<file path="config.mk">
export PLATFORM = sky130hd
export DESIGN_NAME = uart_rx_flat
export DESIGN_NICKNAME = d
export VERILOG_FILES = /design/src/rtl/uart_rx_if.sv /design/src/rtl/uart_rx.sv /design/src/flat_wrapper.sv
export SDC_FILE = /design/constraint.sdc
export NUM_CORES = 1
export LEC_CHECK = 0
export ABC_AREA = 1
export CAP_MARGIN = 20
export CORE_ASPECT_RATIO = 0.9
export CORE_MARGIN = 2
export CORE_UTILIZATION = 53
export CTS_CLUSTER_DIAMETER = 100
export DETAILED_ROUTE_END_ITERATION = 6
export GPL_TIMING_DRIVEN = 0
export HOLD_SLACK_MARGIN = 0.08
export PLACE_DENSITY = 0.73
export SLEW_MARGIN = 10
export SYNTH_ARGS = -nofsm -noshare
export SYNTH_HDL_FRONTEND = slang
export SYNTH_SLANG_ARGS = --single-unit
</file>
<file path="constraint.sdc">
create_clock -name clk -period 1.8 [get_ports clk]
set_clock_uncertainty 0.1 [all_clocks]
set_input_delay 0.27 -clock clk [delete_from_list [all_inputs] [get_ports clk]]
set_output_delay 0.27 -clock clk [all_outputs]
set_load 0.02 [all_outputs]
</file>
<file path="src/rtl/uart_rx_if.sv">
// Purpose: receiver-side bundle: serial line in, recovered word, strobe and status out.
// Latency: none, wiring only.
// Backpressure: none; rx_valid is a one-cycle strobe and the sink must take it.
interface uart_rx_if #(
    parameter int DW = 8
);
    logic          rx;
    logic [DW-1:0] data_out;
    logic          rx_valid;
    logic          frame_err;
    logic          busy;
`ifdef UART_RX_PARITY_EN
    logic          parity_err;
`endif

    // Receiver side: samples the line and drives the word and status.
    modport slave (
        input  rx,
        output data_out, rx_valid, frame_err, busy
`ifdef UART_RX_PARITY_EN
        , output parity_err
`endif
    );

    // Line driver and word consumer side.
    modport master (
        output rx,
        input  data_out, rx_valid, frame_err, busy
`ifdef UART_RX_PARITY_EN
        , input parity_err
`endif
    );
endinterface

</file>
<file path="src/rtl/uart_rx.sv">
// Purpose: UART receive deserializer (start, DW data bits LSB first, optional even parity, stop).
// Latency: CLKS_PER_BIT/2 + (DW+1)*CLKS_PER_BIT + 1 cycles from rx_s low to rx_valid (+CLKS_PER_BIT with parity, +2 from rx).
// Backpressure: none; one-cycle rx_valid strobe. Build macro UART_RX_PARITY_EN adds the parity bit and parity_err.
module uart_rx #(
    parameter int DW           = 8,
    parameter int CLKS_PER_BIT = 434
) (
    input  logic      clk,
    input  logic      nrst,
    uart_rx_if.slave  bus
);
    localparam int BW = (CLKS_PER_BIT > 1) ? $clog2(CLKS_PER_BIT) : 1;
    localparam int NW = (DW > 1) ? $clog2(DW) : 1;
    localparam logic [BW-1:0] HALF_CNT = BW'(CLKS_PER_BIT / 2 - 1);
    localparam logic [BW-1:0] FULL_CNT = BW'(CLKS_PER_BIT - 1);
    localparam logic [NW-1:0] LAST_BIT = NW'(DW - 1);

    typedef enum logic [2:0] {
        IDLE,
        START,
        DATA,
`ifdef UART_RX_PARITY_EN
        PARITY,
`endif
        STOP,
        BRK
    } state_t;

    state_t        state;
    logic          rx_m;
    logic          rx_s;
    logic [BW-1:0] baud;
    logic [NW-1:0] bitn;
    logic [DW-1:0] sr;
    logic [DW-1:0] data_q;
    logic          valid_q;
    logic          ferr_q;
    logic          busy_q;
`ifdef UART_RX_PARITY_EN
    logic          par;
    logic          perr_q;
`endif

    assign bus.data_out  = data_q;
    assign bus.rx_valid  = valid_q;
    assign bus.frame_err = ferr_q;
    assign bus.busy      = busy_q;
`ifdef UART_RX_PARITY_EN
    assign bus.parity_err = perr_q;
`endif

    // Two-flop synchronizer for the asynchronous line; idles high so reset does not fake a start bit.
    always_ff @(posedge clk or negedge nrst) begin
        if (!nrst) begin
            rx_m <= 1'b1;
            rx_s <= 1'b1;
        end else begin
            rx_m <= bus.rx;
            rx_s <= rx_m;
        end
    end

    // Frame FSM: mid-bit sampling off the baud counter, right-shift reassembly, registered outputs.
    always_ff @(posedge clk or negedge nrst) begin
        if (!nrst) begin
            state   <= IDLE;
            baud    <= '0;
            bitn    <= '0;
            sr      <= '0;
            data_q  <= '0;
            valid_q <= 1'b0;
            ferr_q  <= 1'b0;
            busy_q  <= 1'b0;
`ifdef UART_RX_PARITY_EN
            par     <= 1'b0;
            perr_q  <= 1'b0;
`endif
        end else begin
            valid_q <= 1'b0;
            case (state)
                IDLE: begin
                    if (!rx_s) begin
                        state  <= START;
                        baud   <= '0;
                        busy_q <= 1'b1;
                    end
                end
                START: begin
                    if (baud == HALF_CNT) begin
                        if (!rx_s) begin
                            // Genuine start bit: the previous frame's status is now stale.
                            state  <= DATA;
                            baud   <= '0;
                            bitn   <= '0;
                            ferr_q <= 1'b0;
`ifdef UART_RX_PARITY_EN
                            par    <= 1'b0;
                            perr_q <= 1'b0;
`endif
                        end else begin
                            // Glitch shorter than half a bit: ignore, keep status.
                            state  <= IDLE;
                            busy_q <= 1'b0;
                        end
                    end else begin
                        baud <= baud + 1'b1;
                    end
                end
                DATA: begin
                    if (baud == FULL_CNT) begin
                        baud <= '0;
                        sr   <= {rx_s, sr[DW-1:1]};
`ifdef UART_RX_PARITY_EN
                        par  <= par ^ rx_s;
`endif
                        if (bitn == LAST_BIT) begin
`ifdef UART_RX_PARITY_EN
                            state <= PARITY;
`else
                            state <= STOP;
`endif
                        end else begin
                            bitn <= bitn + 1'b1;
                        end
                    end else begin
                        baud <= baud + 1'b1;
                    end
                end
`ifdef UART_RX_PARITY_EN
                PARITY: begin
                    if (baud == FULL_CNT) begin
                        baud  <= '0;
                        state <= STOP;
                        // Even parity: data bits plus parity bit must XOR to zero.
                        if (par ^ rx_s) begin
                            perr_q <= 1'b1;
                        end
                    end else begin
                        baud <= baud + 1'b1;
                    end
                end
`endif
                STOP: begin
                    if (baud == FULL_CNT) begin
                        baud <= '0;
                        if (rx_s) begin
                            data_q  <= sr;
                            valid_q <= 1'b1;
                            state   <= IDLE;
                            busy_q  <= 1'b0;
                        end else begin
                            ferr_q <= 1'b1;
                            state  <= BRK;
                        end
                    end else begin
                        baud <= baud + 1'b1;
                    end
                end
                BRK: begin
                    // Held-low line (break) must return high before a new start can be seen.
                    if (rx_s) begin
                        state  <= IDLE;
                        busy_q <= 1'b0;
                    end
                end
                default: begin
                    state  <= IDLE;
                    busy_q <= 1'b0;
                end
            endcase
        end
    end
endmodule
</file>
<file path="src/flat_wrapper.sv">
// flat-port wrapper written by rule: the top's interface ports become plain ports
module uart_rx_flat 
#(
    parameter int DW           = 8,
    parameter int CLKS_PER_BIT = 434
)
  (clk, nrst, bus_rx, bus_data_out, bus_rx_valid, bus_frame_err, bus_busy);
  uart_rx_if #(.DW(DW)) bus_i ();
  input  logic clk;
  input  logic nrst;
  input wire logic [$bits(bus_i.rx)-1:0] bus_rx;
  output wire logic [$bits(bus_i.data_out)-1:0] bus_data_out;
  output wire logic [$bits(bus_i.rx_valid)-1:0] bus_rx_valid;
  output wire logic [$bits(bus_i.frame_err)-1:0] bus_frame_err;
  output wire logic [$bits(bus_i.busy)-1:0] bus_busy;
  assign bus_i.rx = bus_rx;
  assign bus_data_out = bus_i.data_out;
  assign bus_rx_valid = bus_i.rx_valid;
  assign bus_frame_err = bus_i.frame_err;
  assign bus_busy = bus_i.busy;
  uart_rx #(.DW(DW), .CLKS_PER_BIT(CLKS_PER_BIT)) u_core (.clk(clk), .nrst(nrst), .bus(bus_i));
endmodule
</file>
* After elaboration in Yosys (flattened, before gate mapping)
Cells that the tools add are included.
** Word-level totals
- ROM bits :: 0
- Input port bits :: 3
- RAM bits :: 0
- Output and inout bits :: 11
- Logic and storage cells :: 70
- Register bits :: 36
- Memories :: 0
- Latch bits :: 0
** Operators by class
- $lt $le $gt $ge :: 0
- Reductions and logical operators :: 11
- Multiplexer cells :: 30
- Bitwise gates (word level) :: 1
- Add/sub/neg operators :: 2
- Divide/modulo/power cells :: 0
- Multiply operators :: 0
- Shift operators :: 0
- Equality and inequality tests :: 16
** Operators with widths (count)
- 3-bit two-way mux :: 11
- 9-bit two-way mux :: 3
- 9-bit one-hot mux with 3 select lines :: 1
- 3-bit one-hot mux with 5 select lines :: 1
- 1-bit two-way mux :: 10
- 2-bit by 1-bit != test with 1-bit output, second input constant :: 5
- 5-bit AND reduction :: 2
- 9-bit by 1-bit adder with 9-bit output, second input constant :: 1
- 9-bit by 8-bit == test with 1-bit output, second input constant :: 1
- 9-bit == test, second input constant :: 1
- 2-bit != test, second input constant :: 4
- 3-bit by 2-bit == test with 1-bit output, second input constant :: 2
- 3-bit == test, second input constant :: 2
- 3-bit one-hot mux with 2 select lines :: 1
- 6-bit AND reduction :: 1
- 1-bit one-hot mux with 5 select lines :: 1
- 4-bit AND reduction :: 1
- 2-bit nonzero test :: 2
- 3-bit by 1-bit adder with 3-bit output, second input constant :: 1
- 3-bit by 1-bit == test with 1-bit output, second input constant :: 1
- 3-bit logical NOT :: 1
- 3-bit AND reduction :: 1
- 3-bit nonzero test :: 1
- 2-bit two-way mux :: 1
- 4 further kinds :: 4

* Depth between registers and ports, before layout
- Word-level depth :: 4
- Mapped depth :: 11
- Mapped depth without buffers :: 11

* Least setup slack after synthesis
Ideal clock, no wire load.
- Kind :: reg2reg
- From :: register u_core.baud[1]
- To :: register u_core.data_q[1] (netlist: u_core.bus.data_out[1])
- Data arrival time :: 1.327 ns
- Clock period less this slack :: 1.546 ns
- Setup slack :: 0.254 ns
- Cell stages (with the launch flop) :: 11
- Setup time :: 0.118 ns
- Required time :: 1.582 ns
- Path through :: dfrtp_1 -> inv_1 -> ha_1 -> nand2_1 -> nor2_2 -> nand2_4 -> inv_6 -> nand3_4 -> buf_6 -> nand2_2 -> o21ai_2
** On the way
- Cells in the longest elaborated chain, start to end :: 2
** Ends and longest elaborated chain
- start: declaration :: line uart_rx.sv:32 : logic [BW-1:0] baud;
- start signal: assignment :: line uart_rx.sv:106 : baud <= baud + 1'b1;
- start signal: assignment :: line uart_rx.sv:126 : baud <= baud + 1'b1;
- start signal: assignment :: line uart_rx.sv:156 : baud <= baud + 1'b1;
- 9-bit == test :: line uart_rx.sv:144 : if (baud == FULL_CNT) begin
- 3-bit AND reduction (no line)
- end signal: assignment :: line uart_rx.sv:147 : data_q <= sr;
- end: declaration :: line uart_rx.sv:35 : logic [DW-1:0] data_q;
No other way between the ends.
A chain may end at the register's enable or synchronous reset.

* Worst setup path after layout
- From :: register u_core.baud[1]
- To :: register u_core.data_q[7] (netlist: u_core.bus.data_out[7])
The elaborated chain is that of the path after synthesis.

==> flow_summary.toml <==
[floorplanning]
initial_utilization_pct = 55.61
fp.dieW_um = 70.19
die_height_um = 63.57
placementRows = 21
floorplan.die_area_um2 = 4461
core_region_area_um2 = 3757
pin_count = 14

[synth]
ys_seq_elements = 36
synth_ff_type = "sky130_fd_sc_hd__dfrtp_1"
post_synth_inst_count = 268
synthMuxAreaShare_pct = 0
ys_top_cells_by_count = "sky130_fd_sc_hd__nand2_1 (94), sky130_fd_sc_hd__inv_1 (35), sky130_fd_sc_hd__dfrtp_1 (34)"
synth_async_sr_flop_share_pct = 100.0
synth_enable_flop_cells = 0
synthMostInstantiatedCell = "sky130_fd_sc_hd__nand2_1"
post_synth_and_or_nand_nor_area_fraction_pct = 33.89
synth-warning-count = 0
synth_top_area_share_pct = 40.72
post_synthesis_share_of_cell_area_spent_on_full_adders_half_adders_and_majority_gates_pct = 2.994
synth_compound_gate_area_share_pct = 9.940
syn_nets = 276
synth_top_family_by_area = "simple AND/OR/NAND/NOR gates"
post_synth_num_cell_types = 29
synth_sequential_area_ratio_pct = 43.23
synth_area_leaders = "sky130_fd_sc_hd__dfrtp_1 (41%), sky130_fd_sc_hd__nand2_1 (17%), sky130_fd_sc_hd__o21ai_2 (6.7%), sky130_fd_sc_hd__inv_1 (6.3%), sky130_fd_sc_hd__nand3_1 (5.7%)"
post_synth_instance_area_um2 = 2090
post_synthesis_xor_xnor_area_fraction_pct = 0
syn_avg_cell_area_um2 = 7.797
netlist.top_cell.by_area = "sky130_fd_sc_hd__dfrtp_1"

[sta]
layout_worst_path_cycle_share_pct = 92.72
slew_at_the_pin_closest_to_its_max_slew_limit_ns = 0.7918
relative_slew_margins_pct = 47.21
postLayoutSetupSlackWorst_ns = 0.1311
finalSetupViolations = 0
fmax_mhz = 599.2
report.final.hold_viol_count = 0
totalNegativeSetupSlack_ns = 0
tmin_final_ns = 1.669
slew_viol_final = 0
fin_worst_hold_slack_ns = 0.2595

[grt]
antenna_found_initial = 0
grt.total_usage_pct = 20.39
via_count_of_the_first_global_routing_pass = 1620
globalRouteOverflowTotal = 0
grt_start_max_net_pins = 37
wire_length_of_the_first_global_routing_pass_um = 7189

[setup_path]
worst_setup_path_end_kind = "register"
worstSetupPathType = "reg2reg"
depth_of_the_worst_register_to_register_path = 10
required_ns = 1.87
crit_path_arrival_time_ns = 1.74
crit_chain = "inv_1, ha_1, nand2_1, nor2_2, nand2_4, inv_6, nand3_4, buf_6, nand2_2, o21ai_2"
slowest_library_cell_on_the_worst_path = "sky130_fd_sc_hd__dfrtp_2"
reg2reg_slack_ns = 0.13
rr_endpoint = "u_core.bus.data_out[7]"
critical_path.startpoint_type = "register"
path_max_fanout = 10
crit-reg2reg-launch = "u_core.baud[1]"
crit_path_start = "u_core.baud[1]"
slowest_delay_ns = 0.42

[cells_and_area]
num_antenna_cells = 0
final_layout_size_suffix_gt1_share_pct = 20.82
final_net_count = 300
syn2layout_area_growth_pct = 15.33
fillerInstances = 352

[detailed_routing]
detail_routed_via_count_per_cell = 5.044
initialDrtViolationCount = 91
wl_per_cell_um = 11.73
drtAntennaViolNets = 0
route.final.wire_length_um = 3977
maxUsedRoutingLayer = "met4"
number_of_remaining_drc_errors = 0
routed-wl-met2_um = 1741
met1Wirelength_um = 2000
via_count = 1710
drt_pre_antenna_iters = 4
routed-wl-met3_um = 194

[cts]
clkTransAtPathRegs_ns = 0.07
h_tree_depth = 2
clock_tree_from_tritoncts = "yes"
clock-sinks = 36
ctsLongestPathBuffers = 2
insertion_delay_ns = 0.28
clock-root-buffer = "sky130_fd_sc_hd__clkbuf_8"
cts_made_buffers = 5

[min_path]
hold_depth = 0
timing.hold.worst_endpoint = "u_core.rx_s"
hp-start = "u_core.rx_m"
hold_path_class = "reg2reg"

[power_and_ir_drop]
leakage_nw = 1.251
max-vdd-ir-drop_v = 0.0003660
power.density_nw_per_um2 = 588.5

[place]
routabilityCongestion = 0.9111
place.detailed.hpwl_um = 2815
io_buffer_count = 13
pre_cts_slack_ns = 0.09451

[outcome]
status = "completed"

[job]
drv_cap = 0
[timing repair]
action,in CTS,in global routing
hold buffers,1,0
setup endpoints to repair,0,12
buffers inserted,0,3
resized for setup,0,5
endpoints found under the hold margin,34,0
[sequential cells by signal (all words and copies together) (netlist names)]
register	cells
u_core.bus.rx_valid	1
u_core.bitn	3
u_core.sr	8
u_core.bus.data_out	8
u_core.rx_m	1
u_core.bus.busy	1
u_core.rx_s	1
u_core.state	3
u_core.bus.frame_err	1
u_core.baud	9
[worst max path at each step]
stage	cells past startpoint	to	slack (ns)
after global placement	1	u_core.bitn[0]	-0.46
after detailed placement	10	u_core.bus.data_out[0]	0.09
after floorplan	10	u_core.bus.data_out[1]	0.25
after CTS	10	u_core.bus.data_out[0]	0.07
after global routing	11	u_core.state[1]	-0.00009
final	10	u_core.bus.data_out[7]	0.13
[placed cells by master (no fill, tap or decap), drive strengths merged, types with 5 or more instances in the layout]
cell type | synthesis | final
dfrtp | 34 | 34
nand2 | 103 | 103
nand4 | 5 | 5
clkdlybuf4s50 | 0 | 12
clkbuf | 0 | 8
ha | 5 | 5
nor2 | 16 | 16
nand3 | 25 | 25
inv | 39 | 39
buf | 7 | 11
o21ai | 23 | 23
[report_power, final]
group	total (mW)	leakage [nW]	internal (mW)	switching, mW
Sequential	0.814	0.473	0.813	0.00102
Clock	0.572	0.0455	0.312	0.260
Combinational	0.0319	0.732	0.00750	0.0244
[final cells by class]
cell class | count | area [um2] | area share, %
clock buffers | 8 | 90.09 | 3.738
plain buffers | 7 | 56.30 | 2.336
inverters | 39 | 151.4 | 6.282
multi-input cells | 186 | 991.0 | 41.12
repair buffers | 17 | 157.7 | 6.542
well taps | 46 | 57.56 | 2.388
flip-flops and latches | 36 | 905.9 | 37.59
[metal layers]
layer	track usage (%)	up-vias
li1	-	887
met5	0	-
met4	6.490	0
met2	31.90	30
met1	27.97	788
met3	4.960	5
[through the flow]
step / utilization [%] / area (um2) / instances / total power [mW]
final: 64.14 / 2410 / 339 / 1.418
after global routing: 64.14 / 2410 / 339 / 1.475
after CTS: 63.14 / 2372 / 336 / 1.444
after detailed placement: 60.47 / 2272 / 327 / 0.8603
after global placement: 60.61 / 2277 / 327 / 0.8613
after floorplan: - / 2090 / 268 / 0.8383
[cells by family after synthesis]
family,after synthesis
AO/OA/AOI/OAI,28
adder cells (fa/ha/maj),5
buffers and inverters,46
flip-flops,36
AND/OR/NAND/NOR,153
[critical path, delay by kind of cell, from the launching register on]
family                     cells  cell delay, ns
and+or+nand+nor                5            0.50
AOI/OAI and AO/OA              1            0.04
DFF                            1            0.42
adders and majority gates      1            0.13
buffers and inverters          3            0.36
(Power assumes the default switching activity.)
